===== src/rtl/div_ctrl_pkg.sv =====
// Shared definitions for the sequenced restoring divider controller.
//   state_t    : controller states (IDLE, CALC, FINISH)
//   DEF_N      : default operand width
//   DEF_OUT_W  : default result bus width
//   DIV0_QUOT  : quotient reported for a zero divisor (all ones)
//   REQ_ID0/1  : requester index values as reported on done_id
package div_ctrl_pkg;

  localparam int DEF_N     = 4;
  localparam int DEF_OUT_W = 8;

  localparam logic [DEF_OUT_W-1:0] DIV0_QUOT = '1;

  localparam logic REQ_ID0 = 1'b0;
  localparam logic REQ_ID1 = 1'b1;

  typedef enum logic [1:0] {
    IDLE   = 2'd0,
    CALC   = 2'd1,
    FINISH = 2'd2
  } state_t;

endpackage


===== src/rtl/div_step.sv =====
// One combinational restoring-division iteration.
//   i_a : partial remainder, N+1 bits (top bit is always 0 between steps)
//   i_q : dividend/quotient shift register
//   i_m : divisor
//   o_a : next partial remainder
//   o_q : next quotient shift register, new quotient bit in o_q[0]
module div_step #(
  parameter int N = 4
) (
  input  logic [N:0]   i_a,
  input  logic [N-1:0] i_q,
  input  logic [N-1:0] i_m,
  output logic [N:0]   o_a,
  output logic [N-1:0] o_q
);

  logic [N:0] w_shift;
  logic [N:0] w_diff;
  logic       w_unused_a_msb;

  // After every restore the remainder is below M, so i_a[N] never carries
  // information into the shift; the extra bit only absorbs the borrow.
  assign w_unused_a_msb = i_a[N];

  assign w_shift = {i_a[N-1:0], i_q[N-1]};
  assign w_diff  = w_shift - {1'b0, i_m};

  always_comb begin
    if (w_diff[N]) begin
      o_a = w_diff + {1'b0, i_m};
      o_q = {i_q[N-2:0], 1'b0};
    end else begin
      o_a = w_diff;
      o_q = {i_q[N-2:0], 1'b1};
    end
  end

endmodule


===== src/rtl/div_seq_ctrl.sv =====
// Round-robin shared restoring divider, one quotient bit per clock.
//   clk, rst              : clock, synchronous active-high reset
//   req0/1                : operation requests, held until granted
//   dividend0/1, divisor0/1 : operands, captured on the grant edge
//   gnt                   : one-hot accept pulse (combinational, IDLE only)
//   busy                  : controller not idle
//   done, done_id         : one-cycle result pulse and owning requester
//   quotient, remainder   : zero-extended results, held until next done
//   div_zero              : current result came from a zero divisor
//
// state  | meaning
// IDLE   | arbitrate; a grant latches operands
// CALC   | one restoring step per cycle, N cycles
// FINISH | done pulse; results already registered
module div_seq_ctrl
  import div_ctrl_pkg::*;
#(
  parameter int N     = DEF_N,
  parameter int OUT_W = DEF_OUT_W
) (
  input  logic             clk,
  input  logic             rst,
  input  logic             req0,
  input  logic [N-1:0]     dividend0,
  input  logic [N-1:0]     divisor0,
  input  logic             req1,
  input  logic [N-1:0]     dividend1,
  input  logic [N-1:0]     divisor1,
  output logic [1:0]       gnt,
  output logic             busy,
  output logic             done,
  output logic             done_id,
  output logic [OUT_W-1:0] quotient,
  output logic [OUT_W-1:0] remainder,
  output logic             div_zero
);

  localparam int CNT_W = (N > 1) ? $clog2(N) : 1;

  state_t r_state;
  state_t w_state_next;

  logic             r_ptr;
  logic             r_id;
  logic [N:0]       r_a;
  logic [N-1:0]     r_q;
  logic [N-1:0]     r_m;
  logic [CNT_W-1:0] r_cnt;

  logic             r_done_id;
  logic [OUT_W-1:0] r_quot;
  logic [OUT_W-1:0] r_rem;
  logic             r_dz;

  logic [1:0]       w_gnt;
  logic             w_sel_id;
  logic [N-1:0]     w_sel_dvd;
  logic [N-1:0]     w_sel_dvs;
  logic             w_last_step;
  logic [N:0]       w_a_next;
  logic [N-1:0]     w_q_next;

  div_step #(.N(N)) u_step (
    .i_a (r_a),
    .i_q (r_q),
    .i_m (r_m),
    .o_a (w_a_next),
    .o_q (w_q_next)
  );

  assign w_sel_id    = w_gnt[1] ? REQ_ID1 : REQ_ID0;
  assign w_sel_dvd   = w_gnt[1] ? dividend1 : dividend0;
  assign w_sel_dvs   = w_gnt[1] ? divisor1 : divisor0;
  assign w_last_step = (r_cnt == CNT_W'(N - 1));

  always_comb begin
    w_gnt        = 2'b00;
    w_state_next = r_state;
    case (r_state)
      IDLE: begin
        // r_ptr names the requester favoured when both are asking.
        if (req0 && req1) begin
          w_gnt = (r_ptr == REQ_ID1) ? 2'b10 : 2'b01;
        end else if (req0) begin
          w_gnt = 2'b01;
        end else if (req1) begin
          w_gnt = 2'b10;
        end
        if (w_gnt != 2'b00) begin
          w_state_next = (w_sel_dvs == '0) ? FINISH : CALC;
        end
      end
      CALC: begin
        if (w_last_step) begin
          w_state_next = FINISH;
        end
      end
      FINISH: begin
        w_state_next = IDLE;
      end
      default: begin
        w_state_next = IDLE;
      end
    endcase
  end

  always_ff @(posedge clk) begin
    if (rst) begin
      r_state   <= IDLE;
      r_ptr     <= REQ_ID0;
      r_id      <= REQ_ID0;
      r_a       <= '0;
      r_q       <= '0;
      r_m       <= '0;
      r_cnt     <= '0;
      r_done_id <= 1'b0;
      r_quot    <= '0;
      r_rem     <= '0;
      r_dz      <= 1'b0;
    end else begin
      r_state <= w_state_next;
      case (r_state)
        IDLE: begin
          if (w_gnt != 2'b00) begin
            r_ptr <= ~w_sel_id;
            r_id  <= w_sel_id;
            r_m   <= w_sel_dvs;
            r_a   <= '0;
            r_q   <= w_sel_dvd;
            r_cnt <= '0;
            // A zero divisor skips CALC, so its result is registered here
            // on the same edge that moves to FINISH.
            if (w_sel_dvs == '0) begin
              r_quot    <= '1;
              r_rem     <= '0;
              r_dz      <= 1'b1;
              r_done_id <= w_sel_id;
            end
          end
        end
        CALC: begin
          r_a   <= w_a_next;
          r_q   <= w_q_next;
          r_cnt <= r_cnt + 1'b1;
          if (w_last_step) begin
            r_quot    <= {{(OUT_W-N){1'b0}}, w_q_next};
            r_rem     <= {{(OUT_W-N){1'b0}}, w_a_next[N-1:0]};
            r_dz      <= 1'b0;
            r_done_id <= r_id;
          end
        end
        default: begin
        end
      endcase
    end
  end

  assign gnt       = w_gnt;
  assign busy      = (r_state != IDLE);
  assign done      = (r_state == FINISH);
  assign done_id   = r_done_id;
  assign quotient  = r_quot;
  assign remainder = r_rem;
  assign div_zero  = r_dz;

endmodule


===== config.mk =====
export PLATFORM = sky130hd
export DESIGN_NAME = div_seq_ctrl
export DESIGN_NICKNAME = d
export VERILOG_FILES = /design/src/rtl/div_ctrl_pkg.sv /design/src/rtl/div_step.sv /design/src/rtl/div_seq_ctrl.sv
export SDC_FILE = /design/constraint.sdc
export NUM_CORES = 1
export LEC_CHECK = 0
export ABC_CLOCK_PERIOD_IN_PS = 7910
export CORE_ASPECT_RATIO = 0.6
export CORE_MARGIN = 2
export CORE_UTILIZATION = 40
export CTS_CLUSTER_SIZE = 24
export DETAILED_ROUTE_END_ITERATION = 16
export DONT_BUFFER_PORTS = 1
export GPL_TIMING_DRIVEN = 0
export HOLD_SLACK_MARGIN = 0.1
export SLEW_MARGIN = 20
export SYNTH_ARGS = -nofsm -noshare
export SYNTH_HDL_FRONTEND = slang
export SYNTH_SLANG_ARGS = --single-unit

===== constraint.sdc =====
create_clock -name clk -period 7.91 [get_ports clk]
set_clock_uncertainty 0.15 [all_clocks]
set_input_delay 0.3955 -clock clk [delete_from_list [all_inputs] [get_ports clk]]
set_output_delay 0.3955 -clock clk [all_outputs]
set_load 0.01 [all_outputs]

== Word-level counts from Yosys, hierarchy flattened ==
Index checks and enable logic that the tools add are counted.

* $add $sub $neg: 3
* Reduce and logical (&&, ||, !) cells: 11
* Equal/unequal tests: 7
* Bitwise operators: 1
* Multiplexer cells: 37

{| class="wikitable"
|+ Operators by type and width
! cell !! number
|-
| 8-bit two-way mux || 6
|-
| 8-bit one-hot mux with 2 select lines || 2
|-
| 2-bit two-way mux || 10
|-
| 4-bit two-way mux || 5
|-
| 4-bit one-hot mux with 2 select lines || 2
|-
| 1-bit two-way mux || 8
|-
| 2-bit inequality test, second input constant || 4
|-
| 2-bit one-hot mux with 2 select lines || 2
|-
| 2-bit nonzero test || 4
|-
| 2-bit AND reduction || 3
|-
| 5-bit by 4-bit subtractor with 5-bit output || 1
|-
| 4-bit adder || 1
|-
| 2-bit == test, second input constant || 2
|-
| 4-bit zero test || 1
|-
| 1-bit one-hot mux with 2 select lines || 2
|-
| 4-bit AND reduction || 1
|-
| 2-bit by 1-bit adder with 2-bit output, second input constant || 1
|-
| 2-bit by 1-bit == test with 1-bit output, second input constant || 1
|-
| 2-bit zero test || 1
|-
| 1-bit logical AND || 1
|-
| 1-bit inverter || 1
|}

* Input port bits: 20
* Word-level logic and storage cells: 70
* Register bits after elaboration: 36

== Depth between registers and ports, before layout ==
* Depth in word-level cells: 10
* Depth in mapped cells: 11
* Gate-level depth less buffers: 11

== By module ==
Synthesis repeated with hierarchy kept, for this count alone.

* Cell total of the unflattened synthesis: 204
* Area total of the unflattened synthesis: 1,785.5 um^2

{| class="wikitable"
|+ By module, submodules not included
! module !! instances !! cells each !! area each (um^2)
|-
| div_seq_ctrl || 1 || 163 || 1,388.8
|-
| div_step || 1 || 41 || 396.6
|}

== Least setup slack after synthesis ==
Ideal clock, no wire load.

* Path type: reg-to-reg
* From: register r_q[3]
* To: register r_a[3]
* Stages on the path, launching flop included: 12
* Setup slack: 5.009 ns
* Buffers on the path: 0
* Data arrival time: 2.624 ns
* Cells stage by stage: dfxtp_1 > inv_1 > ha_1 > inv_1 > fa_1 > xor2_1 > ha_1 > and3_1 > or3_1 > o211a_1 > nor3b_1 > or3b_1

* Cells in the longest elaborated chain, start to end: 4

{| class="wikitable"
|+ Ends and longest elaborated chain
! item !! line !! RTL
|-
| start: declaration || div_seq_ctrl.sv:46 || <nowiki>logic [N-1:0] r_q;</nowiki>
|-
| start signal: assignment || div_seq_ctrl.sv:129 || <nowiki>r_q <= w_sel_dvd;</nowiki>
|-
| start signal: assignment || div_seq_ctrl.sv:143 || <nowiki>r_q <= w_q_next;</nowiki>
|-
| 5-bit by 4-bit subtractor with 5-bit output * || div_step.sv:26 || <nowiki>assign w_diff = w_shift - {1'b0, i_m};</nowiki>
|-
| 4-bit adder || div_step.sv:30 || <nowiki>o_a = w_diff + {1'b0, i_m};</nowiki>
|-
| 4-bit two-way mux * || div_step.sv:29 || <nowiki>if (w_diff[N]) begin</nowiki>
|-
| 4-bit one-hot mux with 2 select lines * || div_seq_ctrl.sv:122 || <nowiki>case (r_state)</nowiki>
|-
| end signal: assignment || div_seq_ctrl.sv:142 || <nowiki>r_a <= w_a_next;</nowiki>
|-
| end: declaration || div_seq_ctrl.sv:45 || <nowiki>logic [N:0] r_a;</nowiki>
|}

Mark *: on every way between the ends. The rest lies on a longest branch, timed or not.
A chain may end at the register's enable or synchronous reset.

== Worst setup path after layout ==
* From: register r_m[0]
* To: register r_a[3]

* Cells in the longest elaborated chain, start to end: 4

{| class="wikitable"
|+ Ends and longest elaborated chain
! item !! line !! RTL
|-
| start: declaration || div_seq_ctrl.sv:47 || <nowiki>logic [N-1:0] r_m;</nowiki>
|-
| start signal: assignment || div_seq_ctrl.sv:127 || <nowiki>r_m <= w_sel_dvs;</nowiki>
|-
| 5-bit by 4-bit subtractor with 5-bit output || div_step.sv:26 ||
|-
| 4-bit adder || div_step.sv:30 ||
|-
| 4-bit two-way mux * || div_step.sv:29 ||
|-
| 4-bit one-hot mux with 2 select lines * || div_seq_ctrl.sv:122 ||
|}

Marked as above.

==> impl_metrics.csv <==
group,metric,value,unit
run_status,outcome,"completed",
clocking,cts_made_buffers,3,
detailed_routing,wl,4250,µm
clocking,clk_latency,0.28,ns
die,fp-row-count,18,
placement,place.gp.congestion,0.838,
clocking,ctsHoldBuffers,0,
detailed_routing,drt-pass1-iter-count,4,
finish,antenna_cells,0,
synth,syn_area,1800,µm²
synth,synth-edff-count,0,
synth,yosysWarnings,0,
setup_path,worstPathRequired,7.94,ns
synth,synth-simple-area-share,25.7,%
synth,synthAdderAreaFrac,7.10,%
detailed_routing,via_count,1493,
synth,ys_seq_elements,28,
setup_path,crit_type,"flop to flop",
synth,synth-compound-area-share,17.6,%
detailed_routing,wl_per_cell,15.2,µm
setup_path,crit_path_start_kind,"flop",
setup_path,worst_ep_arrival_time,3.23,ns
synth,synth_top_family_by_area,"simple AND/OR/NAND/NOR gates",
finish,area_growth,8.77,%
detailed_routing,drc,0,
synth,async_flop_share,0,%
run,drv_cap,0,
finish,layout.nets,250,
timing,worst_pin_slew,0.548,ns
timing,hold_viol_final,0,
power_and_ir_drop,irDropWorstVdd,0.0000974,V
placement,hpwl,3360,µm
power_and_ir_drop,p_total,0.000486,W
detailed_routing,ant_nets,0,
synth,syn_inst,213,
die,coreArea,4210,µm²
finish,fin_util,46.4,%
global_routing,antenna_found_initial,0,
synth,seq_area_frac_synth,31.2,%
global_routing,grt_max_degree,17,
synth,ys.flop_type,"dfxtp_1",
timing,final.setup.tns,0,ns
die,start_util,42.7,%
power_and_ir_drop,p_leak,0.815,nW
timing,rsz0062_at_grt,"false",
global_routing,grt.overflow.total,0,
finish,drive_gt1_share,13.2,%
die,dieArea,5060,µm²
global_routing,grt_pass1_vias,1340,
clocking,cts-resized-gates,0,
clocking,cts_tree,"built",
timing,final-setup-viol-count,0,
timing,maxSlewViolCount,0,
synth,avgSynthCellArea,8.44,µm²
clocking,cts_root_buf,"clkbuf_8",
timing,timing.final.crit_share,40.5,%
die,io_pins,42,
clocking,clkTransAtPathRegs,0.11,ns
power_and_ir_drop,p_per_area,248,nW/µm²
synth,synth.area.mux_share,6.96,%
clocking,post-cts-setup-buffer-count,0,
die,dieHeight,55.9,µm
timing,slew_headroom,63.5,%
global_routing,grt_pass1_wl,6780,µm
setup_path,crit_path_max_fanout,5,
die,die_x,90.5,µm
hold_path,hp-class,"primary input to flop",
synth,synth_xor_area_share,2.44,%
global_routing,grt_usage,16.9,%
timing,fin_crit,3.20,ns
clocking,cts_max_level,1,
placement,io_buffers,0,
detailed_routing,via_per_inst,5.33,
synth,ys_types,53,
clocking,cts_buffer_depth,2,
clocking,cts_sinks,28,
timing,fmax,312,MHz
detailed_routing,dr.first_iter.drc_count,101,
setup_path,critPathCaptureType,"flop",
worst max-delay path, stage by stage (launching register included):
cell and delay [ns]:
dfxtp_1 0.41, ha_1 0.22, inv_1 0.09, fa_1 0.48
xor2_1 0.20, ha_1 0.36, and3_1 0.22, or3_1 0.34
o211a_1 0.15, nor3b_1 0.14, or3b_1 0.34
power by group:
group	total (W)	switching, W	internal [W]
combinational	0.000195	0.000113	0.0000816
clock	0.000116	0.0000477	0.0000678
sequential	0.000175	0.0000171	0.000158
layout by cell type (no fill, tap or decap), types with 6 or more instances in the layout:
cell,instances
nand3_1,7
nand2_1,12
buf_4,9
o21ai_0,7
nor3_1,11
a21oi_1,10
dfxtp_1,28
clkbuf_1,6
ha_1,7
nor2_1,21
mux2i_1,8
inv_1,12
synthesized netlist by cell type, drive strengths merged (2+ instances only):
library cell	n	area, µm²
nor2	23	91.3
nand2b	5	31.3
nor3	11	55.1
xnor2	2	17.5
dfxtp	28	561
or3b	2	17.5
nand3	7	35.0
mux2i	8	80.1
a21oi	10	50.1
nor2b	3	18.8
nor3b	3	22.5
nand2	12	45.0
clkbuf	7	27.5
o31a	2	26.3
buf	12	81.3
fa	2	40.0
and3	2	12.5
or4	2	22.5
o211ai	4	30.0
ha	7	87.6
a211oi	5	37.5
xor2	3	26.3
inv	13	48.8
nand3b	3	22.5
or3	3	18.8
a22o	2	17.5
o21ai	7	35.0
o2bb2ai	3	26.3
mux2	4	45.0
per-layer routing:
metal / global-route usage (%) / vias to the layer above / wire (µm)
met5: 0 / - / 0
met4: 0.659 / 0 / 0
met3: 4.34 / 0 / 326
met2: 22.0 / 51 / 1530
met1: 28.1 / 685 / 2400
li1: - / 757 / -
per-stage QoR:
stage                     setup WS, ns  hold WS [ns]  std cells  instance area, µm²
after floorplan                   5.01         0.290        216                1810
after global placement            4.77         0.308        276                1880
after detailed placement          4.70         0.307        276                1880
after CTS                         4.71         0.144        280                1950
after global routing              4.60         0.161        280                1950
final                             4.71         0.145        280                1950
path summary, 6_finish.rpt:
check               from      to  slack (ns)  cells after the start
max               r_m[0]  r_a[3]        4.71                     10
min          divisor1[0]  r_m[0]        0.15                      2
max reg2reg       r_m[0]  r_a[3]        4.71                     10
min reg2reg       r_q[1]  r_q[2]        0.33                      2
cells by family (layout without fill, tap and decap cells):
kind of cell	count (synthesis)	in the layout
adder cells (fa/ha/maj)	9	9
multiplexers	12	12
AND/OR/NAND/NOR	82	82
XOR/XNOR	5	5
buffers and inverters	32	36
other	1	4
flip-flops	28	28
AO/OA/AOI/OAI	44	44
final cells by class:
class	instances	area, µm²
fill	446	2260
multi-input combinational	156	1090
sequential	28	561
buffer	19	109
tap	60	75.1
inverter	13	48.8
clock buffer	3	41.3
clock inverter	1	30.0
state kept, by name, summed over array words and instances, names as in the netlist:
signal,cells
done_id,1
r_state,2
r_ptr,1
r_m,4
r_a,4
r_cnt,2
r_q,4
remainder,4
r_id,1
quotient,5
No activity file was read; power rests on OpenSTA's default activity.
